`src/rtl/cache_arbiter.sv`:
```
// Two-port to one-port line arbiter: L1 I-cache (read-only) and L1 D-cache (read/write)
// share a single physical-memory port. Round-robin on ties, one transaction in flight.
module cache_arbiter #(
  parameter int unsigned LINE_WIDTH = 256,
  parameter int unsigned ADDR_WIDTH = 32
) (
  input  logic                  clk,
  input  logic                  rst,

  input  logic                  imem_read,
  input  logic [ADDR_WIDTH-1:0] imem_address,
  output logic [LINE_WIDTH-1:0] imem_rdata,
  output logic                  imem_resp,

  input  logic                  dmem_read,
  input  logic                  dmem_write,
  input  logic [ADDR_WIDTH-1:0] dmem_address,
  input  logic [LINE_WIDTH-1:0] dmem_wdata,
  output logic [LINE_WIDTH-1:0] dmem_rdata,
  output logic                  dmem_resp,

  output logic                  pmem_read,
  output logic                  pmem_write,
  output logic [ADDR_WIDTH-1:0] pmem_address,
  output logic [LINE_WIDTH-1:0] pmem_wdata,
  input  logic [LINE_WIDTH-1:0] pmem_rdata,
  input  logic                  pmem_resp
);

  typedef enum logic [1:0] {StIdle, StServeI, StServeD} state_e;

  state_e                state_q, state_d;
  logic                  last_grant_q, last_grant_d;  // 0 = I served last, 1 = D
  logic                  read_q, read_d;
  logic                  write_q, write_d;
  logic [ADDR_WIDTH-1:0] addr_q, addr_d;
  logic [LINE_WIDTH-1:0] wdata_q, wdata_d;

  logic i_req, d_req;

  assign i_req = imem_read;
  assign d_req = dmem_read | dmem_write;

  // pmem outputs come straight from registers, so requests never reach them combinationally.
  assign pmem_read    = read_q;
  assign pmem_write   = write_q;
  assign pmem_address = addr_q;
  assign pmem_wdata   = wdata_q;

  // Read data is broadcast to both ports; only *_resp qualifies it.
  assign imem_rdata = pmem_rdata;
  assign dmem_rdata = pmem_rdata;

  // Arbitration, request latching and completion handling.
  always_comb begin
    state_d      = state_q;
    last_grant_d = last_grant_q;
    read_d       = read_q;
    write_d      = write_q;
    addr_d       = addr_q;
    wdata_d      = wdata_q;
    imem_resp    = 1'b0;
    dmem_resp    = 1'b0;

    unique case (state_q)
      StIdle: begin
        // I wins when alone, or on a tie when D was served last.
        if (i_req && (!d_req || last_grant_q)) begin
          state_d = StServeI;
          addr_d  = imem_address;
          read_d  = 1'b1;
          write_d = 1'b0;
        end else if (d_req) begin
          state_d = StServeD;
          addr_d  = dmem_address;
          wdata_d = dmem_wdata;
          // Read and write together is illegal; treat it as a writeback.
          write_d = dmem_write;
          read_d  = ~dmem_write;
        end
      end
      StServeI: begin
        if (pmem_resp) begin
          imem_resp    = 1'b1;
          last_grant_d = 1'b0;
          read_d       = 1'b0;
          write_d      = 1'b0;
          state_d      = StIdle;
        end
      end
      StServeD: begin
        if (pmem_resp) begin
          dmem_resp    = 1'b1;
          last_grant_d = 1'b1;
          read_d       = 1'b0;
          write_d      = 1'b0;
          state_d      = StIdle;
        end
      end
      default: begin
        state_d = StIdle;
        read_d  = 1'b0;
        write_d = 1'b0;
      end
    endcase
  end

  // State and latched transaction registers; reset abandons any pending transfer.
  always_ff @(posedge clk or posedge rst) begin
    if (rst) begin
      state_q      <= StIdle;
      last_grant_q <= 1'b1;
      read_q       <= 1'b0;
      write_q      <= 1'b0;
      addr_q       <= '0;
      wdata_q      <= '0;
    end else begin
      state_q      <= state_d;
      last_grant_q <= last_grant_d;
      read_q       <= read_d;
      write_q      <= write_d;
      addr_q       <= addr_d;
      wdata_q      <= wdata_d;
    end
  end

endmodule

```
`config.mk`:
```
export PLATFORM = sky130hd
export DESIGN_NAME = cache_arbiter
export DESIGN_NICKNAME = d
export VERILOG_FILES = /design/src/rtl/cache_arbiter.sv
export SDC_FILE = /design/constraint.sdc
export NUM_CORES = 1
export LEC_CHECK = 0
export BUFFER_PORTS_ARGS = -buffer_cell sky130_fd_sc_hd__buf_2
export CAP_MARGIN = 20
export CORE_AREA = 2 2 542 544
export CTS_BUF_LIST = sky130_fd_sc_hd__clkbuf_8
export DETAILED_ROUTE_END_ITERATION = 10
export DIE_AREA = 0 0 544 546
export GPL_TIMING_DRIVEN = 0
export PLACE_DENSITY = 0.3
export SYNTH_ARGS = -nofsm -noshare
export SYNTH_HDL_FRONTEND = slang
export SYNTH_SLANG_ARGS = --single-unit
```
`constraint.sdc`:
```
create_clock -name clk -period 13.59 [get_ports clk]
set_input_delay 2.718 -clock clk [delete_from_list [all_inputs] [get_ports clk]]
set_output_delay 2.718 -clock clk [all_outputs]
set_load 0.05 [all_outputs]
```
======== Word level (Yosys, flattened, before mapping) ========
Cells that the tools add are included.
W data, S select, Z words.
word-level totals
  bits of input ports ..................... 582
  register bits after elaboration ......... 293
  word-level logic and storage cells ...... 44
  output and inout port bits .............. 804
operators by class
  bitwise operators ....................... 3
  eq/ne operators ......................... 6
  multiplexer cells ....................... 18
  reductions and logical operators ........ 11
operator list
  cell                  count
  $mux W32              2
  $mux W1               9
  $mux W2               3
  $pmux W1 S2           3
  $reduce_and A3 Y1     2
  $ne A2 B2 Y1 const B  2
  $pmux W2 S2           1
  $reduce_and A2 Y1     2
  $reduce_bool A2 Y1    2
  $ne A3 B3 Y1 const B  1
  $eq A2 B1 Y1 const B  1
  $eq A2 B2 Y1 const B  1
  $logic_not A2 Y1      1
  $ne A2 B1 Y1 const B  1
  $not A1 Y1            2
  $reduce_or A2 Y1      1
  $logic_and A1 B1 Y1   1
  $logic_not A1 Y1      1
  $logic_or A1 B1 Y1    1
  $or A1 B1 Y1          1

======== Depth between registers and ports, before layout ========
Gate-level depths: netlist (run 1).
  word-level depth ........................ 6
  depth in mapped cells ................... 7
  mapped depth without buffers ............ 5

======== Worst setup path after synthesis (run 1) ========
OpenSTA, ideal clock, no wires.
  kind .................................... input to output
  from .................................... input port pmem_resp
  to ...................................... output port dmem_resp
  cell stages on the path ................. 1
  path slack .............................. 7.730 ns
  required time ........................... 10.872 ns
  arrival ................................. 3.142 ns
  buffers on the path ..................... 0
  cells stage by stage .................... and2_1
on the way
  word-level cells in the longest chain between the ends .. 2
ends and longest elaborated chain
  element          RTL line  source
  start, declared  27        input logic pmem_resp
  $mux W1          92        if (pmem_resp) begin
  $mux W1          65        unique case (state_q)
  end, declared    20        output logic dmem_resp,
Every way passes these cells.

======== Final worst setup path (run 1) ========
Ends and elaborated chain as after synthesis.

==> run metrics, run 1 <==
Die W approximately 540 um; fin. max-slew vios 0; row cnt 199; First-pass DRT Iterations 4; Initial Util 0.0564; Clock Path Buffers 3; Synth cell types 31; hold-critical path depth 1; most frequent cells in the layout buf_2 (1137), buf_4 (514), dfrtp_1 (292), mux2_4 (240), clkbuf_8 (74); sequential area share after synthesis 0.445; Worst R2R End pmem_wdata[186]; arrival time at the worst endpoint roughly 3.4 ns; DR WL/cell ~19 um; post-route cell area ~28000 um^2; nets@finish about 3000; Clk Latency, worst-skew pair about 0.70 ns; Post-Synth XOR/XNOR Area 0; # resized after CTS 0; area leader, netlist dfrtp_1; Reg2Reg Launch Point state_q[0]; Adder-Cell Fraction of Synth Area 0.00228; Final period util 0.452; Max Cap Violations 0; Core ar. slightly below 300000 um^2; Peak VDD IR between 0.1 and 0.15 mV; initial antenna violation count 44; Final min period just over 6 ns; Reg clk slew, reported paths ~0.05 ns; largest net degree at the start of global routing around 100; hold path endpoint pmem_wdata[108]; mean area per synthesized cell 13.0 um^2; worst-margin pin slew 0.760 ns; Via density between 2 and 2.5; synthesized instance count about 1300; Clock Skews a little under 0.03 ns; hold path start pmem_wdata[108]; Setup CP Type primary input to output port; commonest non-fill, non-tap cell in the layout buf_2; Die Y approximately 550 um; cts hold-fix bufs 0; syn nets roughly 1900; FF+latch count, synth around 300; outcome completed; Total Routing Usage GR 0.0798; Final Util 0.0972; Hold Path Class register to register; Total Wirelength 125000 um; total number of vias 13800; Synth top area share 0.444; H-Tree Depth 2; mux cell area share after synthesis 0.231; layout cell share with drive strength beyond 1 0.811; relative slew slack 0.493; Num Clock Sinks slightly below 300; detailed placement HPWL 112000 um; Critical Path Source Type primary input; Clock Tree Root clkbuf_8; Placed Area approximately 27000 um^2; FMAX roughly 160 MHz; crit-path max FO 3; grt ovf 0; Ys Warns 0; worst endpoint required time about 11 ns; vias in the first global route 14500; post-synthesis compound-gate area fraction 0.0274; top post-synthesis cells by area dfrtp_1 (44%), buf_4 (23%), mux2_4 (22%), buf_12 (3.2%), a31oi_1 (1.2%); first-pass GRT wire length 154000 um; antenna viol nets, final 0; Hold Fails Final Rpt 0; P per Cell Area 243 nW/um^2; Final setup viols 0; Iteration-0 DRC Markers 540; Syn-to-layout area delta 72.4%; unrepaired setup endpoints after global routing no; CP Capture Type output port; Synth Area in Simple Gates 0.0202; synthesized area 16500 um^2; largest family of logic cells by synthesized area buffers and inverters; Worst R2R Path Depth 6; R2R Setup Slk approximately 12 ns; Lkg Pwr around 14 nW; Setup Buffers After CTS 0; IO buf count 1128; io pins ~1400; die area roughly 300000 um^2; # DRC 0; CTS tree done; placer congestion estimate 0.790; CTS Buf Count 57
## where the power goes
| part | switching, mW | internal, mW | leakage, nW |
|---|---|---|---|
| registers | 0.283 | 1.33 | 3.42 |
| logic | 2.91 | 1.39 | 9.76 |
| clock network | 0.424 | 0.579 | 0.720 |
## worst max-delay path, stage by stage
cell    delay [ns]
buf_2         0.11
and2_1        0.15
buf_2         0.39
## area by class of cell
cell class / instances / area (um^2)
fill: 34000 / 264000
sequential: 293 / 7330
timing repair buffer: 1130 / 5700
tap: 3919 / 4900
multi-input combinational: 408 / 4630
buffer: 561 / 4490
clock buffer: 74 / 1020
clock inverter: 29 / 253
antenna: 19 / 47.5
inverter: 6 / 30.0
## routing by layer
layer	track usage	up-vias	share of wire
li1	-	6120	-
met1	0.0833	6627	0.36
met2	0.153	931	0.53
met3	0.0210	106	0.077
met4	0.0255	2	0.030
met5	0	-	0.00010
## stage by stage
stage	instances	setup slack (ns)	TNS (ns)	hold slack, ns	total power, mW
floorplan	1268	2.78	0	0.521	4.80
global placement	6315	-2.57	-715.73	0.486	6.03
detailed placement	6317	7.34	0	0.486	6.02
CTS	6420	7.33	0	0.502	7.09
global route	6433	7.37	0	0.509	7.26
finish	6439	7.45	0	0.499	6.91
## logic make-up (layout without fill, tap and decap cells)
kind of cell / count (synthesis) / count (layout)
AOI/OAI and AO/OA: 74 / 74
buffers and inverters: 567 / 1800
muxes: 258 / 258
and+or+nand+nor: 73 / 73
adders and majority gates: 3 / 3
other: 0 / 19
DFF: 293 / 293
## synthesized netlist by cell type
library cell / number
buf_4: 514
o211ai_4: 1
nor2_1: 33
o32ai_1: 2
nor2b_1: 1
o21ai_0: 33
and2_1: 1
nand2_1: 2
nor3_1: 1
clkbuf_1: 9
dfstp_2: 1
clkbuf_2: 1
a21o_1: 1
inv_1: 6
mux2_2: 17
o31a_1: 1
nand2_4: 1
mux2i_1: 1
nand3_1: 32
a31oi_1: 32
ha_1: 3
buf_6: 2
and2_0: 1
buf_2: 9
dfrtp_1: 292
nand2b_1: 1
buf_12: 26
o21bai_2: 1
o21ba_2: 1
a21oi_1: 2
mux2_4: 240
## registers in the layout, summed over array words and instances, names as in the netlist
| register | flops |
|---|---|
| last_grant_q | 1 |
| state_q | 2 |
| pmem_wdata | 256 |
| pmem_write | 1 |
| pmem_address | 32 |
| pmem_read | 1 |
## worst max-delay path by stage
stage / startpoint / end / slack, ns / cells after the start
after global placement: rst / pmem_wdata[148] / -2.57 / 2
final: pmem_resp / dmem_resp / 7.45 / 3
after CTS: pmem_resp / dmem_resp / 7.33 / 3
after floorplan: rst / pmem_address[0] / 2.78 / 1
after global routing: pmem_resp / dmem_resp / 7.37 / 3
after detailed placement: pmem_resp / dmem_resp / 7.34 / 3
Note: power is estimated with default switching activity, not from simulation.
==> inputs of run 2 (changes only) <==
CORE_AREA = 2 2 538 540   (was 2 2 542 544)
DIE_AREA = 0 0 540 542   (was 0 0 544 546)
clock period = 5 ns   (was 13.59 ns; I/O delays follow)
==> run 2 against run 1 <==
- flip-flop and latch count did not move
- clock power grew to 3.0 times the previous value
- die area shrank 1.5%
- wire length grew 5.9%
- cell count is 2.0% lower
- critical path type is now register to output port
- via count increased by 2.2%
- clock skew is 0.0064 ns higher
- sequential power increased to 2.7 times the previous value
- highest routed layer unchanged
==> run metrics, run 2 (same netlist as run 1, synthesis figures left out) <==
outcome completed; placer congestion estimate about 0.83; Hold Path Class primary input to async pin; Critical Path Source Type register; antenna viol nets, final 0; largest net degree at the start of global routing 39; Reg clk slew, reported paths about 0.070 ns; DR WL/cell 21.0 um; nets@finish around 3100; Syn-to-layout area delta 72.8%; Num Clock Sinks 293; worst endpoint required time approximately 4 ns; IO buf count between 1000 and 1500; max incr delay on CP 0.38 ns; Setup Buffers After CTS 0; Total Wirelength between 100000 and 150000 um; FMAX ~340 MHz; initial antenna violation count 50; Iteration-0 DRC Markers 559; crit path cell chain inv_1 > ha_1 > nand2_1 > inv_1 > buf_2; Top Family by Delay on Critical Path buffers and inverters; Clock Path Buffers 3; # resized after CTS 0; fin. max-slew vios 0; detailed placement HPWL 120000 um; vias in the first global route 14700; Hold Fails Final Rpt 0; CTS Buf Count 60; most frequent cells in the layout buf_2 (1137), buf_4 (514), dfrtp_1 (292), mux2_4 (240), clkbuf_8 (78); setup TNS 0 ns; unrepaired setup endpoints after global routing no; Final min period 2.92 ns; Clk Latency, worst-skew pair 0.72 ns; Final setup viols 0; Via density roughly 2.2; Largest register FFs approximately 260; Peak VDD IR slightly below 0.3 mV; Die W roughly 540 um; Clock Tree Root clkbuf_8; total number of vias about 14000; arrival time at the worst endpoint 1.92 ns; min setup slack post-route around 2.1 ns; cts hold-fix bufs 0; # DRC 0; layout cell share with drive strength beyond 1 0.814; Initial Util 0.0574; Die Y 542 um; relative slew slack 0.544; Core ar. between 200000 and 300000 um^2; grt ovf 0; Worst Path Buf+Inv 3; P per Cell Area ~670 nW/um^2; io pins approximately 1400; worst-margin pin slew a little under 0.7 ns; die area between 200000 and 300000 um^2; H-Tree Depth 2; CP Capture Type output port; commonest non-fill, non-tap cell in the layout buf_2; post-route cell area approximately 28000 um^2; Final period util 0.584; Placed Area 27000 um^2; worst slack, placed roughly 1.7 ns; CTS tree done; Final Hold Slack about 0.25 ns; Most common cell on crit path inv_1; row cnt just under 200; Setup CP Type register to output port; First-pass DRT Iterations 5; Worst path slowest cell dfrtp_1; Clock Skews ~0.036 ns; crit-path max FO 3; Lkg Pwr 14.0 nW; first-pass GRT wire length between 150000 and 200000 um; Max Cap Violations 0; Total Routing Usage GR 0.0863
## run 2: cell count changes in the layout (fill, tap and decap cells not counted), sizes merged
cell,previous run,this run
inv,26,20
clkinvlp,1,3
buf,1681,1688
bufinv,5,6
clkinv,3,7
diode,19,18
clkbuf,84,88
## run 2: cell type report
type / count / area (um^2)
clock buffer: 78 / 1070
clock inverter: 30 / 313
buffer: 561 / 4490
fill: 33400 / 258000
antenna: 18 / 45.0
multi-input combinational: 408 / 4630
sequential: 293 / 7330
inverter: 6 / 26.3
timing repair buffer: 1137 / 5830
tap: 3781 / 4730
## run 2: per-layer routing
metal | global-route usage | part of all wire
met5 | 0 | 0.00014
met4 | 0.0314 | 0.034
met3 | 0.0234 | 0.069
met2 | 0.159 | 0.52
met1 | 0.0932 | 0.38
## run 2: through the flow
stage / total power [mW] / std cells / util
finish: 19.1 / 6312 / 0.0992
global route: 20.0 / 6307 / 0.0992
detailed placement: 16.4 / 6186 / 0.0942
floorplan: 13.0 / 1268 / -
CTS: 19.5 / 6294 / 0.0990
global placement: 16.4 / 6177 / 0.0936
## run 2: power by group
group | leakage (nW) | total, mW | switching [mW] | internal [mW]
Combinational | 9.82 | 11.8 | 7.99 | 3.79
Sequential | 3.42 | 4.34 | 0.721 | 3.62
Clock | 0.757 | 2.98 | 1.27 | 1.71
Total | 14.0 | 19.1 | 9.98 | 9.12
## run 2: final timing paths
kind                                  from         endpoint  slack [ns]  cells after the start
setup / recovery                state_q[1]        imem_resp        2.08                      5
hold / removal                         rst  pmem_wdata[145]        0.25                      2
setup reg to reg                state_q[1]  pmem_wdata[232]        2.95                      6
hold reg to reg            pmem_wdata[106]  pmem_wdata[106]        0.50                      1
max in group asynchronous              rst   pmem_wdata[65]        2.57                      9
min in group clk            dmem_wdata[78]   pmem_wdata[78]        0.49                      2
